`config.mk`:
```
export PLATFORM = sky130hd
export DESIGN_NAME = imem_loader
export DESIGN_NICKNAME = d
export VERILOG_FILES = /design/src/rtl/imem_loader.sv
export SDC_FILE = /design/constraint.sdc
export NUM_CORES = 1
export LEC_CHECK = 0
export ABC_AREA = 1
export CORE_UTILIZATION = 60
export CTS_CLUSTER_SIZE = 25
export DETAILED_ROUTE_END_ITERATION = 7
export GPL_ROUTABILITY_DRIVEN = 0
export GPL_TIMING_DRIVEN = 0
export PLACE_DENSITY = 0.91
export SLEW_MARGIN = 15
export SYNTH_ARGS = -nofsm -noshare
export SYNTH_HDL_FRONTEND = slang
export SYNTH_SLANG_ARGS = --single-unit
```
`constraint.sdc`:
```
create_clock -name clk -period 3.1 [get_ports clk]
set_input_delay 0.465 -clock clk [delete_from_list [all_inputs] [get_ports clk]]
set_output_delay 0.465 -clock clk [all_outputs]
set_load 0.05 [all_outputs]
```
`src/rtl/imem_loader.sv`:
```
// imem_loader: write-side companion of the byte-addressable instruction memory.
// Accepts a byte stream over a valid/ready handshake. Each byte is written into
// consecutive instruction-memory locations starting at BASE_ADDR, one byte per cycle.
// The core is held in reset (cpu_hold) until the first good image load completes.
//
// Optional feature macro: IMEM_LOADER_CHECKSUM_EN adds a checksum[7:0] output.
// This output is the mod-256 sum of every byte accepted since the last accepted start.
//
// Ports:
//   clk, rst_n        clock (rising edge), asynchronous active-low reset
//   start, length     load request (one cycle) and image length in bytes
//   s_valid, s_data   byte stream in
//   s_ready           loader accepts a byte this cycle
//   wr_en/addr/data   instruction-memory byte write port
//   busy, done        loading / one-cycle completion pulse
//   error             sticky bad-request flag, cleared by the next accepted start
//   cpu_hold          core reset hold; drops after the first completed image
//   checksum          (IMEM_LOADER_CHECKSUM_EN only) running byte sum
//
// state   | meaning
// --------+------------------------------------------------------------
// S_IDLE  | waiting for start
// S_LOAD  | accepting bytes, one write issued per accepted byte
// S_FLUSH | last byte accepted; its write strobe is on the bus
// S_DONE  | done pulse cycle; returns to idle unless restarted
// S_ERROR | rejected request; waits for a new start
module imem_loader #(
  parameter int unsigned ARRAY_SIZE = 2048,
  parameter logic [31:0] BASE_ADDR  = 32'd0   // must be word-aligned
) (
  input  logic        clk,
  input  logic        rst_n,
  input  logic        start,
  input  logic [31:0] length,
  input  logic        s_valid,
  input  logic [7:0]  s_data,
  output logic        s_ready,
  output logic        wr_en,
  output logic [31:0] wr_addr,
  output logic [7:0]  wr_data,
  output logic        busy,
  output logic        done,
  output logic        error,
`ifdef IMEM_LOADER_CHECKSUM_EN
  output logic [7:0]  checksum,
`endif
  output logic        cpu_hold
);

  typedef enum logic [2:0] {S_IDLE, S_LOAD, S_FLUSH, S_DONE, S_ERROR} state_t;

  state_t      state_q, state_d;
  logic [31:0] len_q, len_d;
  logic [31:0] cnt_q, cnt_d;
  logic        s_ready_q, s_ready_d;
  logic        wr_en_q, wr_en_d;
  logic [31:0] wr_addr_q, wr_addr_d;
  logic [7:0]  wr_data_q, wr_data_d;
  logic        busy_q, busy_d;
  logic        done_q, done_d;
  logic        error_q, error_d;
  logic        cpu_hold_q, cpu_hold_d;
`ifdef IMEM_LOADER_CHECKSUM_EN
  logic [7:0]  csum_q, csum_d;
`endif

  logic        start_ok;
  logic        bad_req;
  logic        hs;
  logic [32:0] end_addr;

  // 33-bit sum so a huge length cannot wrap past the bound check.
  assign end_addr = {1'b0, BASE_ADDR} + {1'b0, length};
  assign bad_req  = (length[1:0] != 2'b00) || (end_addr > 33'(ARRAY_SIZE));
  assign start_ok = start && ((state_q == S_IDLE) || (state_q == S_DONE) ||
                              (state_q == S_ERROR));
  assign hs       = (state_q == S_LOAD) && s_valid && s_ready_q;

  always_comb begin
    state_d    = state_q;
    len_d      = len_q;
    cnt_d      = cnt_q;
    s_ready_d  = s_ready_q;
    wr_en_d    = 1'b0;
    wr_addr_d  = wr_addr_q;
    wr_data_d  = wr_data_q;
    done_d     = 1'b0;
    error_d    = error_q;
    cpu_hold_d = cpu_hold_q;
`ifdef IMEM_LOADER_CHECKSUM_EN
    csum_d     = csum_q;
    if (start_ok) csum_d = 8'd0;
    else if (hs)  csum_d = csum_q + s_data;
`endif

    case (state_q)
      S_IDLE, S_DONE, S_ERROR: begin
        if (state_q == S_DONE) state_d = S_IDLE;
        if (start_ok) begin
          if (bad_req) begin
            state_d = S_ERROR;
            error_d = 1'b1;
          end else if (length == 32'd0) begin
            state_d = S_DONE;
            done_d  = 1'b1;
            error_d = 1'b0;
          end else begin
            state_d   = S_LOAD;
            len_d     = length;
            cnt_d     = 32'd0;
            error_d   = 1'b0;
            s_ready_d = 1'b1;
          end
        end
      end
      S_LOAD: begin
        if (hs) begin
          wr_en_d   = 1'b1;
          wr_addr_d = BASE_ADDR + cnt_q;
          wr_data_d = s_data;
          cnt_d     = cnt_q + 32'd1;
          // Drop ready together with the last write so no extra byte is taken.
          if (cnt_q == len_q - 32'd1) begin
            s_ready_d = 1'b0;
            state_d   = S_FLUSH;
          end
        end
      end
      S_FLUSH: begin
        state_d    = S_DONE;
        done_d     = 1'b1;
        cpu_hold_d = 1'b0;
      end
      default: begin
        state_d   = S_IDLE;
        s_ready_d = 1'b0;
      end
    endcase

    busy_d = (state_d == S_LOAD);
  end

  always_ff @(posedge clk or negedge rst_n) begin
    if (!rst_n) begin
      state_q    <= S_IDLE;
      len_q      <= 32'd0;
      cnt_q      <= 32'd0;
      s_ready_q  <= 1'b0;
      wr_en_q    <= 1'b0;
      wr_addr_q  <= 32'd0;
      wr_data_q  <= 8'd0;
      busy_q     <= 1'b0;
      done_q     <= 1'b0;
      error_q    <= 1'b0;
      cpu_hold_q <= 1'b1;
`ifdef IMEM_LOADER_CHECKSUM_EN
      csum_q     <= 8'd0;
`endif
    end else begin
      state_q    <= state_d;
      len_q      <= len_d;
      cnt_q      <= cnt_d;
      s_ready_q  <= s_ready_d;
      wr_en_q    <= wr_en_d;
      wr_addr_q  <= wr_addr_d;
      wr_data_q  <= wr_data_d;
      busy_q     <= busy_d;
      done_q     <= done_d;
      error_q    <= error_d;
      cpu_hold_q <= cpu_hold_d;
`ifdef IMEM_LOADER_CHECKSUM_EN
      csum_q     <= csum_d;
`endif
    end
  end

  assign s_ready  = s_ready_q;
  assign wr_en    = wr_en_q;
  assign wr_addr  = wr_addr_q;
  assign wr_data  = wr_data_q;
  assign busy     = busy_q;
  assign done     = done_q;
  assign error    = error_q;
  assign cpu_hold = cpu_hold_q;
`ifdef IMEM_LOADER_CHECKSUM_EN
  assign checksum = csum_q;
`endif

endmodule
```
# Word-level counts from Yosys, hierarchy flattened
# Index checks and enable logic that the tools add are counted.
dict set report classes {
  reduce_logical 16
  div_mod_pow 0
  mul 0
  add_sub_neg 2
  shifts 0
  n_bitwise 3
  muxes 25
  eq_ne 11
  order_cmp 1
}
# op count
set op_table {}
lappend op_table {{$mux 32} 4}
lappend op_table {{$pmux 32 s2} 1}
lappend op_table {{$add 32x1->32 const B} 1}
lappend op_table {{$eq 32x32->1} 1}
lappend op_table {{$gt 32x12->1 const B} 1}
lappend op_table {{$logic_not 32->1} 1}
lappend op_table {{$sub 32x1->32 const B} 1}
lappend op_table {{$mux 3} 5}
lappend op_table {{$mux 1} 11}
lappend op_table {{$pmux 3 s3} 1}
lappend op_table {{$ne 2x2->1 const B} 4}
lappend op_table {{$eq 3x1->1 const B} 2}
lappend op_table {{$eq 3x2->1 const B} 2}
lappend op_table {{$reduce_and 6->1} 1}
lappend op_table {{$reduce_and 5->1} 1}
lappend op_table {{$reduce_and 2->1} 2}
lappend op_table {{$reduce_and 4->1} 1}
lappend op_table {{$reduce_bool 2->1} 2}
lappend op_table {{$eq 3x3->1 const B} 1}
lappend op_table {{$logic_and 1x1->1} 3}
lappend op_table {{$logic_not 3->1} 1}
lappend op_table {{$logic_or 1x1->1} 3}
lappend op_table {{$not 1->1} 3}
lappend op_table {{$pmux 1 s3} 1}
lappend op_table {{other kinds (4)} 4}
dict set report word_totals {
  output_inout_bits 46
  elab_cells 69
  memories 0
  ram_bits 0
  mem_bits_ro 0
  latchBits 0
  in_bits 44
  regBits 113
}

# Logic depth before layout (Yosys ltp)
dict set report logic_depth {
  word_depth 7
  mapped_depth 18
  depth_no_buf 18
}

# Least setup slack after synthesis
# No wires, ideal clock.
dict set report synth_timing {
  path_type {register -> register}
  from {register s_ready_q (netlist: s_ready)}
  to {register busy_q (netlist: busy)}
  synth_period_minus_slack_ns 1.978
  stages_incl_launch_ff 15
  required_ns 2.988
  n_path_buf 0
  path_slack_ns 1.122
  arrival_time_ns 1.867
  setup_time_ns 0.112
  cell_sequence {dfrtp_1 nand2_1 inv_1 nand3_2 nor2_1 nand2_1 nor2_1 nand2_1 nor2_1 nand2_1 nor2_2 nand2_2 or2_1 nand3_2 inv_2}
}
dict set report synth_between {
  elab_chain_cells 4
}
# element line
set synth_rtl {}
lappend synth_rtl {{start, declared} 55} ;# logic s_ready_q, s_ready_d;
lappend synth_rtl {{start signal, assigned} 163} ;# s_ready_q <= s_ready_d;
lappend synth_rtl {{$logic_and 1x1->1} 77} ;# assign hs = (state_q == S_LOAD) && s_valid && s_ready_q;
lappend synth_rtl {{$mux 3} 117} ;# if (hs) begin
lappend synth_rtl {{$pmux 3 s3} 96} ;# case (state_q)
lappend synth_rtl {{$eq 3x1->1} 140} ;# busy_d = (state_d == S_LOAD);
lappend synth_rtl {{net busy_d} 59} ;# logic busy_q, busy_d;
lappend synth_rtl {{end signal, assigned} 167} ;# busy_q <= busy_d;
lappend synth_rtl {{end, declared} 59}
# The timed path passes the listed nets, and every way through them passes these cells.
# A chain may end at the register's enable or synchronous reset.

# Final worst setup path
dict set report layout_timing {
  from {register cnt_q[0]}
  to {register cnt_q[21]}
}
dict set report layout_between {
  elab_chain_cells 3
}
# element line
set layout_rtl {}
lappend layout_rtl {{start, declared} 54} ;# logic [31:0] cnt_q, cnt_d;
lappend layout_rtl {{start signal, assigned} 162} ;# cnt_q <= cnt_d;
lappend layout_rtl {{$add 32x1->32} 121} ;# cnt_d = cnt_q + 32'd1;
lappend layout_rtl {{$mux 32} 117}
lappend layout_rtl {{$pmux 32 s2} 96}
# Every way passes these cells. The select of a mux whose other input is x is not followed.

==> impl_results.md <==
* Port Buffers at 89
* DRC violations left at 2
* Slowest cell on the critical path: nor4_1
* Placed insts at 1127
* FFs w/ async S/R, synth at 100.0%
* Layout Nets at 1053
* Final WL at 17.98 mm
* Filler-free cell count of the finished design at 1160
* CTS Buf Count at 17
* Synth cell count leaders: nand2_1, nor2_1, dfrtp_1
* Fin crit period at 2.466 ns
* Antenna diodes at 0
* Post-Place Setup Slack at 0.4955 ns
* Hold/Removal Path Class: in -> async
* Sink Count at 113
* Worst reg2reg setup slack at 0.63 ns
* YS warnings at 0
* Post-route cell area at 8323 µm²
* Syn Inst Count at 897
* Status: complete, but fails checks
* Io pins at 90
* Post-layout util at 76.78%
* First-pass GRT wire length at 29.09 mm
* Drt pass-1 iters at 8
* Max stage delay on crit path at 0.61 ns
* Least-Margin Pin Slew at 0.5907 ns
* Post-synth EDFFs at 0
* Critical path class: reg -> reg
* Initial Util at 61.35%
* Startpoint type of the worst setup path: flip-flop
* Die ar. at 11510 µm²
* Post-synth top area share at 42.14%
* PwrDens at 414.8 nW/µm²
* RR Endpoint: cnt_q[21]
* Post-CTS sizing at 0
* TritonCTS clock tree: done
* Clock skew at 0.01181 ns
* CP endpoint kind: flip-flop
* Worst Reg-to-Reg Cells at 6
* Vias in the first global route at 6158
* Htree depth at 4
* Slew Viols, Final at 0
* Area growth from synthesis to layout at 25.16%
* Die X at 107.3 µm
* FP Rows at 38
* Clock transition at the registers of the reported paths at 0.06 ns
* Leak at 3.831 nW
* Highest Clock Rate at 0.4055 GHz
* WP data arrival at 2.90 ns
* Hold Slack at 0.4411 ns
* Via Count at 6552
* Iter 0 DRT Violations at 760
* All-layer global routing usage at 32.83%
* Initial antenna violation count at 0
* Latest clock arrival within the worst-skew pair at 0.53 ns
* RSZ-0062 raised after global routing: false
* R2R Path Start: cnt_q[0]
* Tcrit/Tclk final at 79.56%
* Post-route ant nets at 0
* Dominant synthesized flop cell: dfrtp_1
* Layout cell share with drive strength beyond 1 at 9.412%
* Synthesized flop and latch total at 113
* Final Total Pwr at 3.452 mW
* Critical Path Start: cnt_q[0]
* Setup ws final at 0.6337 ns
* Worst EP required at 3.53 ns
* Ranking of synthesized cells by area: dfrtp_1, nand2_1, nor2_1, inv_1, xor2_1
* Setup_tns at 0 ns
* Wire per inst at 15.50 µm
* Worst vdd ir at 0.3963 mV
* Total grt overflow at 0
* Clock Path Buffers at 2
* Largest area contributor in the netlist: dfrtp_1
* Syn nets at 943
* Final hold violations at 0
* Post-Syn Area at 6650 µm²
* Root buf cell: clkbuf_8
* Post-Syn Area per Cell at 7.414 µm²
* Final setup fails at 0
* Cell Chain, Critical Path: inv_1 -> nor3_1 -> inv_1 -> nor4_1 -> xor2_1 -> o31ai_1
* Worst Setup EP: cnt_q[21]
* Register area share after synthesis at 42.54%
* Crit path max fanout at 8
* Core area at 10840 µm²
* Violated checks: design-rule violations
* Die height at 107.3 µm
* Detailed-placement wirelength estimate at 12.73 mm
* Cell Area, Placed at 7745 µm²
* CP most frequent cell: inv_1
* Largest net degree at the start of global routing at 66
* Rel. slew slack at 60.26%
* Synth cell types at 40
* Max Cap Viol at 0
* Most numerous cell in the Yosys netlist: nand2_1
* Vias per cell at 5.648
-- cell usage in the layout, fill, tap and decap left out, drive strengths merged --
| cell | n |
|---|---|
| nand2 | 267 |
| or2 | 1 |
| o31ai | 14 |
| nor3b | 1 |
| clkdlybuf4s50 | 88 |
| o21ai | 60 |
| dfstp | 1 |
| mux2 | 5 |
| nand3b | 7 |
| nand4 | 16 |
| xnor2 | 10 |
| clkinvlp | 4 |
| clkbuf | 29 |
| dlygate4sd3 | 1 |
| a211oi | 1 |
| clkinv | 6 |
| nor2 | 136 |
| nor4 | 12 |
| o21bai | 5 |
| o22ai | 1 |
| buf | 12 |
| nor3 | 30 |
| xor2 | 36 |
| nand3 | 33 |
| a21oi | 11 |
| and2 | 2 |
| ha | 2 |
| inv | 115 |
| bufinv | 2 |
| dfrtp | 112 |
-- per-layer routing --
layer | track usage [%] | share of wire (%) | vias to the layer above
li1 | - | - | 3066
met1 | 42.02 | 40 | 3024
met2 | 53.32 | 47 | 376
met3 | 6.174 | 8.9 | 86
met4 | 16.73 | 4.2 | 0
met5 | 0 | 0 | -
-- state kept, by name (all words and copies together), names as in the netlist, 3 cells and up --
register	flops
cnt_q	32
len_q	32
state_q	3
wr_addr	32
wr_data	8
-- cell type report --
type	instances	area, µm²
Buffer	20	105.1
Clock buffer	19	431.7
Clock inverter	13	136.4
Fill cell	738	2517
Inverter	114	427.9
Multi-Input combinational cell	650	3288
Sequential cell	113	2829
Tap cell	140	175.2
Timing Repair Buffer	91	929.6
-- report_power, final --
part           internal (mW)  total (mW)  switching (mW)
clock network           1.16        1.88           0.716
registers               1.48        1.48      0.00000828
logic                 0.0553      0.0999          0.0446
-- worst max-delay path, delay by kind of cell, from the launching register on --
family / cells / cell delay (ns)
AOI/OAI and AO/OA: 1 / 0.24
xor gates and xnor gates: 1 / 0.13
DFF: 1 / 0.42
and+or+nand+nor: 2 / 1.13
buffers and inverters: 2 / 0.45
-- worst min-delay path by stage --
stage	startpoint	endpoint	cells past startpoint
3_5_place_dp	rst_n	wr_addr[0]	1
5_1_grt	cpu_hold	cpu_hold	2
4_1_cts	rst_n	wr_addr[1]	2
2_1_floorplan	rst_n	busy	0
3_3_place_gp	cpu_hold	cpu_hold	2
6_report	rst_n	wr_addr[1]	2
-- what timing repair did --
| action | 4_1_cts | 5_1_grt |
|---|---|---|
| setup buffers | 0 | 0 |
| hold endpoints to repair | 47 | 0 |
| hold buffers | 1 | 0 |
-- cells by family (layout without fill, tap and decap cells) --
| group | Yosys count | in the layout | synth area share, % |
|---|---|---|---|
| xor gates and xnor gates | 46 | 46 | 6.058 |
| and+or+nand+nor | 505 | 505 | 34.13 |
| AOI/OAI and AO/OA | 92 | 92 | 8.034 |
| DFF | 113 | 113 | 42.54 |
| buffers and inverters | 134 | 257 | 8.015 |
| adders and majority gates | 2 | 2 | 0.3762 |
| muxes | 5 | 5 | 0.8466 |
(Power assumes the default switching activity.)
